==> src/rtl/heap_sum_unit.sv <==
// ============================================================================
// Module      : heap_sum_unit
// Description : Sequential accumulator of HEAPS heap counts (ADD total or XOR Nim-sum).
// Revision    : 1.0 - initial release
// ============================================================================
`default_nettype none

module heap_sum_unit #(
    parameter int WIDTH = 4,
    parameter int HEAPS = 4,
    parameter int SUM_W = WIDTH + $clog2(HEAPS)
) (
    input  logic             clk,
    input  logic             rst_n,
    input  logic             start,
    input  logic             mode,
    input  logic             in_valid,
    output logic             in_ready,
    input  logic [WIDTH-1:0] in_data,
    output logic             out_valid,
    input  logic             out_ready,
    output logic [SUM_W-1:0] result,
    output logic             zero,
    output logic             busy
);

    localparam int              CNT_W      = $clog2(HEAPS);
    localparam logic [CNT_W-1:0] C_LAST    = CNT_W'(HEAPS - 1);
    localparam logic [1:0]      S_IDLE     = 2'd0;
    localparam logic [1:0]      S_ACCUM    = 2'd1;
    localparam logic [1:0]      S_DONE     = 2'd2;

    logic [1:0]       state_q, state_d;
    logic [SUM_W-1:0] acc_q, acc_d;
    logic [CNT_W-1:0] count_q, count_d;
    logic             mode_q, mode_d;
    logic             zero_q, zero_d;
    logic [SUM_W-1:0] operand;

    assign operand = SUM_W'(in_data);

    always_ff @(posedge clk or negedge rst_n) begin
        if (!rst_n) begin
            state_q <= S_IDLE;
            acc_q   <= '0;
            count_q <= '0;
            mode_q  <= 1'b0;
            zero_q  <= 1'b0;
        end else begin
            state_q <= state_d;
            acc_q   <= acc_d;
            count_q <= count_d;
            mode_q  <= mode_d;
            zero_q  <= zero_d;
        end
    end

    always_comb begin
        state_d = state_q;
        acc_d   = acc_q;
        count_d = count_q;
        mode_d  = mode_q;
        zero_d  = zero_q;
        case (state_q)
            S_IDLE: begin
                if (start) begin
                    mode_d  = mode;
                    acc_d   = '0;
                    count_d = '0;
                    zero_d  = 1'b1;
                    state_d = S_ACCUM;
                end
            end
            S_ACCUM: begin
                if (in_valid) begin
                    // Mode is the copy captured at start, so later toggles of the input are harmless.
                    acc_d  = mode_q ? (acc_q ^ operand) : (acc_q + operand);
                    zero_d = (acc_d == '0);
                    if (count_q == C_LAST) begin
                        count_d = '0;
                        state_d = S_DONE;
                    end else begin
                        count_d = count_q + 1'b1;
                    end
                end
            end
            S_DONE: begin
                // A simultaneous start is deliberately dropped; only the handshake matters here.
                if (out_ready) begin
                    state_d = S_IDLE;
                end
            end
            default: state_d = S_IDLE;
        endcase
    end

    always_comb begin
        in_ready  = (state_q == S_ACCUM);
        out_valid = (state_q == S_DONE);
        busy      = (state_q == S_ACCUM) || (state_q == S_DONE);
        result    = acc_q;
        zero      = zero_q;
    end

endmodule

`default_nettype wire

==> config.mk <==
export PLATFORM = sky130hd
export DESIGN_NAME = heap_sum_unit
export DESIGN_NICKNAME = d
export VERILOG_FILES = /design/src/rtl/heap_sum_unit.sv
export SDC_FILE = /design/constraint.sdc
export NUM_CORES = 1
export LEC_CHECK = 0
export ABC_AREA = 1
export CAP_MARGIN = 20
export CORE_MARGIN = 8
export CORE_UTILIZATION = 40
export DETAILED_ROUTE_END_ITERATION = 6
export DONT_BUFFER_PORTS = 1
export GPL_ROUTABILITY_DRIVEN = 0
export HOLD_SLACK_MARGIN = 0.03
export PLACE_DENSITY = 0.54
export SLEW_MARGIN = 20
export SYNTH_ARGS = -nofsm -noshare
export SYNTH_HDL_FRONTEND = slang
export SYNTH_SLANG_ARGS = --single-unit
export TNS_END_PERCENT = 1
==> constraint.sdc <==
create_clock -name clk -period 2 [get_ports clk]
set_input_delay 0.4 -clock clk [delete_from_list [all_inputs] [get_ports clk]]
set_output_delay 0.4 -clock clk [all_outputs]
set_load 0.03 [all_outputs]
==> results of run 1 <==
Yosys cell counts:
| cell | number |
|---|---|
| a21oi_1 | 2 |
| a22o_2 | 1 |
| dfrtp_1 | 12 |
| fa_1 | 1 |
| ha_1 | 9 |
| inv_1 | 15 |
| inv_2 | 2 |
| nand2_1 | 28 |
| nand2_2 | 1 |
| nand3_1 | 6 |
| nand3_2 | 1 |
| nor2_1 | 7 |
| nor2_2 | 1 |
| o21ai_0 | 10 |
| o21ai_2 | 1 |
| o31ai_1 | 1 |
| or2_0 | 1 |
| or2_1 | 1 |
| xor2_1 | 1 |
logic make-up after synthesis:
kind of cell,count (synthesis),share of synthesized area [%]
buf+inv,17,8.10
xor+xnor,1,1.11
flops,12,38.1
compound gates,15,11.0
simple gates,46,24.9
fa+ha+maj,10,16.8
per-stage QoR:
stage	setup slack [ns]	area (sq um)
after detailed placement	0.180	852
after CTS	0.201	898
after floorplan	0.122	788
after global placement	0.208	852
after global routing	0.113	898
final	0.214	898
metal layers:
metal  vias to the layer above  share of wire (%)  global-route usage [%]  wire length, um
li1                        338                  -                       -                -
met1                       281                 47                    13.1              806
met2                        12                 46                    17.5              783
met3                         2                6.2                    4.87              105
met4                         0               0.59                    4.08               10
met5                         -                  0                       0                0
repair_timing:
item,in CTS,in global routing
buffers inserted,0,0
hold endpoints to repair,12,0
hold buffers,1,0
report_power, final:
part | total, mW | internal (mW) | leakage (nW) | switching, mW
clock network | 0.195 | 0.111 | 0.0210 | 0.0842
logic | 0.773 | 0.257 | 0.300 | 0.516
registers | 0.465 | 0.337 | 0.153 | 0.128
worst max path at each step:
stage                          start          endpoint  slack, ns
5_1_grt        result[0]$_DFFE_PN0P_  zero$_DFFE_PN0P_       0.11
2_1_floorplan  result[0]$_DFFE_PN0P_  zero$_DFFE_PN0P_       0.12
6_report       result[0]$_DFFE_PN0P_  zero$_DFFE_PN0P_       0.21
4_1_cts        result[0]$_DFFE_PN0P_  zero$_DFFE_PN0P_       0.20
3_3_place_gp              in_data[0]  zero$_DFFE_PN0P_       0.21
3_5_place_dp              in_data[0]  zero$_DFFE_PN0P_       0.18
final cells by class:
cell class | instances | area (sq um)
inverter | 17 | 63.8
sequential | 12 | 300
timing repair buffer | 5 | 40.0
fill | 202 | 1000
tap | 27 | 33.8
multi-input combinational | 72 | 424
clock buffer | 4 | 36.3
flip-flops by register name (all words and copies together), names as in the netlist:
register	cells
state_q	2
mode_q	1
result	6
zero	1
count_q	2
==> flow_metrics.py, run 1 <==
metrics = {
    "placement": {
        "hpwl_um": 1420,
        "placed_cells": 132,
        "port_buffers": 0,
    },
    "setup_path": {
        "r2r-end": "zero$_DFFE_PN0P_",
        "startpoint_type": "flop",
        "cp_cell_sequence": "ha_1 -> fa_1 -> or2_1 -> o21ai_0 -> nand2_1 -> nor2_1 -> nand2_1 -> nand2_1 -> nand2_1 -> nor2_2",
        "crit_slowest_cell": "fa_1",
        "r2r_start": "result[0]$_DFFE_PN0P_",
        "path_delay_family": "simple AND/OR/NAND/NOR gates",
        "worstPathBufferInverterCount": 0,
        "cp-end-kind": "flop",
        "slowest_delay_ns": 0.42,
        "rrSetupSlack_ns": 0.21,
        "cp.required_ns": 2.21,
        "r2r_cells": 10,
        "crit_type": "flop to flop",
        "crit_path_frequent_cell": "nand2_1",
        "worstPathMaxFanout": 2,
        "cp.arrival_ns": 2.00,
        "path_depth": 10,
    },
    "pwr": {
        "fin_total_pwr_mw": 1.43,
        "power_density_nw_per_um2": 1600,
        "power.leakage_nw": 0.474,
        "vdd_drop_max_mv": 0.758,
    },
    "layout": {
        "layout.cells.most_common": "nand2_1",
        "layout_common_cells": "28 x nand2_1, 15 x inv_1, 12 x dfrtp_1, 10 x o21ai_0, 9 x ha_1",
        "antenna_cells": 0,
        "final_layout_size_suffix_gt1_share_pct": 13.6,
        "nNetsFinal": 131,
        "final_cell_count_no_fill": 137,
        "final_core_util_pct": 47.2,
        "area_growth_pct": 14.0,
    },
    "detailed_routing": {
        "firstDrtPassIters": 4,
        "wl_per_cell_um": 12.5,
        "route.antenna.remaining_nets": 0,
        "drt-total-wl_um": 1710,
        "via_count": 633,
        "route.detailed.drc": 0,
        "routed_via_density": 4.62,
        "first_iter_violations": 25,
    },
    "synth": {
        "yosys_warnings": 0,
        "syn_avg_cell_area_sq_um": 7.80,
        "ys_top_cells_by_area": "dfrtp_1 38%, ha_1 14%, nand2_1 13%",
        "synth_top_cell_area_share_pct": 38.1,
        "synth_area_leader_cell": "dfrtp_1",
        "synth.distinct_cells": 19,
        "synthCells": 101,
        "seq_area_frac_synth_pct": 38.1,
        "syn_nets": 121,
        "syn-cell-area_sq_um": 788,
        "ys_ff_latch": 12,
    },
    "die": {
        "dieHeight_um": 60.4,
        "rows": 16,
        "die_x_um": 60.4,
        "ios": 20,
        "start_util_pct": 41.4,
        "dieArea_sq_um": 3650,
        "fp.coreArea_sq_um": 1900,
    },
    "timing": {
        "finalSetupTns_ns": 0,
        "period_share_pct": 89.3,
        "drv_slew": 0,
        "period_minus_slack_ns": 1.79,
        "hold_violations": 0,
        "finClkSkew_ns": 0.000917,
        "setup_viol": 0,
        "tightest_slew_ns": 0.550,
        "slew_headroom_pct": 63.2,
        "grt_setup_unrepaired": "no",
        "holdWs_ns": 0.285,
        "fmax_ghz": 0.560,
    },
    "grt": {
        "antenna_found_initial": 0,
        "grt_util_all_layers_pct": 11.2,
        "grt_max_degree": 13,
        "grt_pass1_vias": 664,
        "overflow": 0,
        "grt_pass1_wl_um": 2970,
    },
    "clock_network": {
        "clockBufferDepth": 2,
        "clock_latency_ns": 0.27,
        "path_clk_slew_ns": 0.08,
        "numCtsBuffers": 3,
        "htreeDepth": 1,
        "cts.sinks": 12,
        "cts_tree": "done",
        "cts_resized": 0,
        "cts-root-buf": "clkbuf_4",
    },
    "hold_path": {
        "holdPathStages": 2,
        "holdPathEnd": "mode_q$_DFFE_PN0P_",
        "hp-start": "mode",
        "hp-class": "primary input to flop",
    },
    "run": {
        "maxCapViolCount": 0,
    },
    "status": {
        "status": "complete, no violations",
    },
}
(Power assumes the default switching activity.)
==> inputs of run 2 (changes only) <==
Settings changed: CORE_UTILIZATION 40 to 59, MAX_ROUTING_LAYER set to met4, PLACE_DENSITY 0.54 to 0.75, REMOVE_ABC_BUFFERS set to 1.
==> flow_metrics.py, run 2 (synthesis gave the netlist of run 1 again) <==
metrics = {
    "status": {
        "status": "complete, no violations",
    },
    "pwr": {
        "power_switching_uw": 732,
        "power_frac_seq_pct": 32.1,
        "p_comb_share_pct": 54.0,
        "clkPwrFrac_pct": 13.9,
        "power.leakage_nw": 0.474,
        "power_density_nw_per_um2": 1630,
        "p_int_uw": 708,
        "p_sw_share_pct": 50.8,
        "vdd_drop_max_mv": 0.925,
        "fin_total_pwr_mw": 1.44,
    },
    "clock_network": {
        "cts_tree": "done",
        "numCtsBuffers": 3,
        "cts-root-buf": "clkbuf_4",
        "cts_resized": 0,
        "cts.sinks": 12,
        "clock_latency_ns": 0.28,
        "clockBufferDepth": 2,
        "path_clk_slew_ns": 0.08,
        "postCtsSetupBuffers": 0,
        "htreeDepth": 1,
    },
    "layout": {
        "final_core_util_pct": 69.6,
        "nNetsFinal": 131,
        "largest_register_ff_count": 6,
        "final_layout_size_suffix_gt1_share_pct": 13.6,
        "area_growth_pct": 12.1,
        "layout.cells.most_common": "nand2_1",
        "layout_common_cells": "28 x nand2_1, 15 x inv_1, 12 x dfrtp_1, 10 x o21ai_0, 9 x ha_1",
        "fillers": 108,
        "final_area_sq_um": 883,
        "antenna_cells": 0,
    },
    "timing": {
        "drv_slew": 0,
        "finClkSkew_ns": 0.00276,
        "grt_setup_unrepaired": "no",
        "fmax_ghz": 0.533,
        "setup_viol": 0,
        "period_share_pct": 93.7,
        "finalSetupTns_ns": 0,
        "period_minus_slack_ns": 1.87,
        "hold_violations": 0,
        "tightest_slew_ns": 0.578,
        "finalWorstSetupSlack_ns": 0.125,
        "slew_headroom_pct": 61.3,
    },
    "grt": {
        "grt_max_degree": 13,
        "antenna_found_initial": 0,
        "grt_pass1_vias": 645,
        "overflow": 0,
        "grt_pass1_wl_um": 2790,
        "grt_util_all_layers_pct": 14.1,
    },
    "setup_path": {
        "crit_slowest_cell": "fa_1",
        "crit_path_frequent_cell": "nand2_1",
        "r2r_cells": 10,
        "crit_type": "flop to flop",
        "r2r_start": "result[0]$_DFFE_PN0P_",
        "path_delay_family": "simple AND/OR/NAND/NOR gates",
        "rrSetupSlack_ns": 0.13,
        "startpoint_type": "flop",
        "cp_cell_sequence": "ha_1 -> fa_1 -> or2_1 -> o21ai_0 -> nand2_1 -> nor2_1 -> nand2_1 -> nand2_1 -> nand2_1 -> nor2_2",
        "r2r-end": "zero$_DFFE_PN0P_",
        "cp-end-kind": "flop",
        "slowest_delay_ns": 0.44,
        "cp.required_ns": 2.22,
        "path_depth": 10,
        "cp.arrival_ns": 2.09,
        "worstPathBufferInverterCount": 0,
        "worstPathMaxFanout": 2,
        "crit_start": "result[0]$_DFFE_PN0P_",
    },
    "detailed_routing": {
        "via_count": 674,
        "firstDrtPassIters": 4,
        "wl_per_cell_um": 14.0,
        "first_iter_violations": 21,
        "routed_via_density": 5.39,
        "route.antenna.remaining_nets": 0,
        "route.detailed.drc": 0,
        "drt-total-wl_um": 1760,
    },
    "hold_path": {
        "hp-start": "start",
        "holdPathEnd": "mode_q$_DFFE_PN0P_",
        "holdPathStages": 2,
        "hp-class": "primary input to flop",
    },
    "die": {
        "fp.coreArea_sq_um": 1270,
        "start_util_pct": 62.1,
        "dieArea_sq_um": 2760,
        "dieHeight_um": 52.6,
        "ios": 20,
        "rows": 13,
        "die_x_um": 52.6,
    },
    "placement": {
        "place_area_sq_um": 837,
        "pre_cts_slack_ns": 0.0800,
        "hpwl_um": 1410,
        "port_buffers": 0,
    },
    "run": {
        "maxCapViolCount": 0,
    },
}
run 2: cell counts in the layout (fill, tap and decap cells not counted):
Identical to the previous run, type by type.
run 2: layout make-up:
cell class / instances / area [sq um] / area share [%]
Clock buffer: 4 / 36.3 / 4.11
Timing Repair Buffer: 5 / 40.0 / 4.53
Sequential cell: 12 / 300 / 34.0
Inverter: 17 / 63.8 / 7.22
Multi-Input combinational cell: 72 / 424 / 48.0
Tap cell: 15 / 18.8 / 2.12
run 2: power groups by stage:
stage / Combinational (mW) / Clock [mW] / Sequential (mW)
after floorplan: 0.558 / 0 / 0.494
after global placement: 0.751 / 0 / 0.463
after detailed placement: 0.779 / 0 / 0.468
after CTS: 0.786 / 0.202 / 0.464
after global routing: 0.871 / 0.216 / 0.470
final: 0.777 / 0.201 / 0.462
run 2: metrics by stage:
step	hold slack, ns	std cells
2_1_floorplan	0.104	101
3_5_place_dp	0.105	120
5_1_grt	0.270	125
4_1_cts	0.277	125
6_report	0.276	125
3_3_place_gp	0.105	120
run 2: worst max-delay path by stage:
stage / to
after floorplan: zero$_DFFE_PN0P_
after global placement: zero$_DFFE_PN0P_
after detailed placement: zero$_DFFE_PN0P_
after CTS: zero$_DFFE_PN0P_
after global routing: zero$_DFFE_PN0P_
final: zero$_DFFE_PN0P_
run 2: repair_timing:
item	4_1_cts	5_1_grt
hold buffers	1	0
endpoints found under the hold margin	12	0
endpoints found under the setup margin	0	0
run 2: layer usage:
layer  GRT usage [%]  routed length [um]  share of wire (%)
met1            14.2                 706                 40
met2            24.3                 946                 54
met3            3.69                  79                4.5
met4            7.33                  23                1.3
met5               -                   0                  0
==> inputs of run 3 (changes only) <==
Settings changed: SETUP_SLACK_MARGIN set to 0.5.
==> flow_metrics.py, run 3 (synthesis gave the netlist of run 1 again) <==
metrics = {
    "timing": {
        "finalSetupTns_ns": 0,
        "period_share_pct": 89.5,
        "period_minus_slack_ns": 1.79,
        "setup_viol": 0,
        "tightest_slew_ns": 0.585,
        "finalWorstSetupSlack_ns": 0.210,
        "grt_setup_unrepaired": "yes",
        "drv_slew": 0,
        "finClkSkew_ns": 0.00308,
        "fmax_ghz": 0.559,
        "hold_violations": 0,
        "slew_headroom_pct": 60.9,
    },
    "detailed_routing": {
        "route.antenna.remaining_nets": 0,
        "route.detailed.drc": 0,
        "firstDrtPassIters": 4,
        "drt-total-wl_um": 1780,
        "first_iter_violations": 21,
        "wl_per_cell_um": 14.2,
        "via_count": 682,
        "routed_via_density": 5.46,
    },
    "pwr": {
        "fin_total_pwr_mw": 1.46,
        "p_int_uw": 715,
        "p_comb_share_pct": 54.7,
        "power_frac_seq_pct": 31.7,
        "vdd_drop_max_mv": 0.927,
        "p_sw_share_pct": 51.0,
        "power_switching_uw": 743,
        "power.leakage_nw": 0.474,
        "clkPwrFrac_pct": 13.6,
        "power_density_nw_per_um2": 1640,
    },
    "setup_path": {
        "r2r_start": "result[0]$_DFFE_PN0P_",
        "slowest_delay_ns": 0.43,
        "worstPathBufferInverterCount": 0,
        "crit_slowest_cell": "fa_1",
        "rrSetupSlack_ns": 0.21,
        "crit_type": "flop to flop",
        "r2r_cells": 10,
        "startpoint_type": "flop",
        "cp-end-kind": "flop",
        "path_delay_family": "simple AND/OR/NAND/NOR gates",
        "worstPathMaxFanout": 2,
        "crit_path_frequent_cell": "nand2_1",
        "r2r-end": "zero$_DFFE_PN0P_",
        "cp_cell_sequence": "ha_2 -> fa_1 -> or2_1 -> o21ai_2 -> nand2_1 -> nor2_1 -> nand2_1 -> nand2_1 -> nand2_1 -> nor2_2",
        "cp.arrival_ns": 2.00,
        "cp.required_ns": 2.21,
    },
    "grt": {
        "grt_util_all_layers_pct": 14.3,
        "antenna_found_initial": 0,
        "grt_max_degree": 13,
        "overflow": 0,
        "grt_pass1_vias": 642,
        "grt_pass1_wl_um": 2830,
    },
    "run": {
        "maxCapViolCount": 0,
    },
    "die": {
        "ios": 20,
        "dieHeight_um": 52.6,
        "fp.coreArea_sq_um": 1270,
        "start_util_pct": 62.1,
        "dieArea_sq_um": 2760,
        "rows": 13,
        "die_x_um": 52.6,
    },
    "clock_network": {
        "postCtsSetupBuffers": 0,
        "cts-root-buf": "clkbuf_4",
        "htreeDepth": 1,
        "cts.sinks": 12,
        "cts_tree": "done",
        "clock_latency_ns": 0.28,
        "clockBufferDepth": 2,
        "numCtsBuffers": 3,
        "path_clk_slew_ns": 0.08,
    },
    "hold_path": {
        "hp-class": "primary input to flop",
        "holdPathEnd": "mode_q$_DFFE_PN0P_",
        "holdPathStages": 2,
        "hp-start": "start",
    },
    "layout": {
        "layout.cells.most_common": "nand2_1",
        "antenna_cells": 0,
        "fillers": 108,
        "final_layout_size_suffix_gt1_share_pct": 15.5,
        "final_core_util_pct": 70.1,
        "nNetsFinal": 131,
        "area_growth_pct": 12.9,
        "layout_common_cells": "28 x nand2_1, 15 x inv_1, 12 x dfrtp_1, 9 x o21ai_0, 8 x ha_1",
        "largest_register_ff_count": 6,
        "final_cell_count_no_fill": 125,
    },
    "placement": {
        "pre_cts_slack_ns": 0.0800,
        "hpwl_um": 1410,
        "port_buffers": 0,
        "placed_cells": 120,
    },
    "status": {
        "status": "complete, no violations",
    },
}
-- run 3: cell counts in the layout (fill, tap and decap cells not counted) --
Identical to the previous run, type by type.
-- run 3: worst max path at each step --
stage / startpoint / cells past startpoint / to / slack [ns]
after detailed placement: in_data[0] / 10 / zero$_DFFE_PN0P_ / 0.08
after global routing: result[0]$_DFFE_PN0P_ / 10 / zero$_DFFE_PN0P_ / 0.09
after floorplan: result[0]$_DFFE_PN0P_ / 10 / zero$_DFFE_PN0P_ / 0.12
final: result[0]$_DFFE_PN0P_ / 10 / zero$_DFFE_PN0P_ / 0.21
after global placement: in_data[0] / 10 / zero$_DFFE_PN0P_ / 0.20
after CTS: result[0]$_DFFE_PN0P_ / 10 / zero$_DFFE_PN0P_ / 0.21
-- run 3: power groups by stage --
| stage | Clock (mW) | Combinational (mW) | Sequential [mW] |
|---|---|---|---|
| global route | 0.216 | 0.889 | 0.471 |
| global placement | 0 | 0.751 | 0.463 |
| CTS | 0.202 | 0.799 | 0.464 |
| detailed placement | 0 | 0.779 | 0.468 |
| floorplan | 0 | 0.558 | 0.494 |
| finish | 0.199 | 0.797 | 0.462 |
-- run 3: area by class of cell --
type | count | area (sq um) | share of cell area, %
multi-input combinational | 72 | 430 | 48.4
sequential | 12 | 300 | 33.8
inverter | 17 | 63.8 | 7.17
timing repair buffer | 5 | 40.0 | 4.50
clock buffer | 4 | 36.3 | 4.08
tap | 15 | 18.8 | 2.11
-- run 3: what timing repair did --
action                     in CTS  in global routing
gates cloned                    0                  0
hold endpoints to repair       12                  0
hold buffers                    1                  0
pin swaps                       4                  0
gates resized for setup         3                  0
setup endpoints to repair      14                 14
-- run 3: per-layer routing --
layer | GRT usage, % | part of all wire (%)
met5 | - | 0
met4 | 7.33 | 1.4
met3 | 3.98 | 5.5
met2 | 24.9 | 54
met1 | 14.2 | 39
-- run 3: per-stage QoR --
| step | hold WS (ns) | cell area, sq um |
|---|---|---|
| 6_report | 0.278 | 890 |
| 4_1_cts | 0.277 | 890 |
| 3_5_place_dp | 0.105 | 837 |
| 2_1_floorplan | 0.104 | 788 |
| 5_1_grt | 0.270 | 890 |
| 3_3_place_gp | 0.105 | 837 |
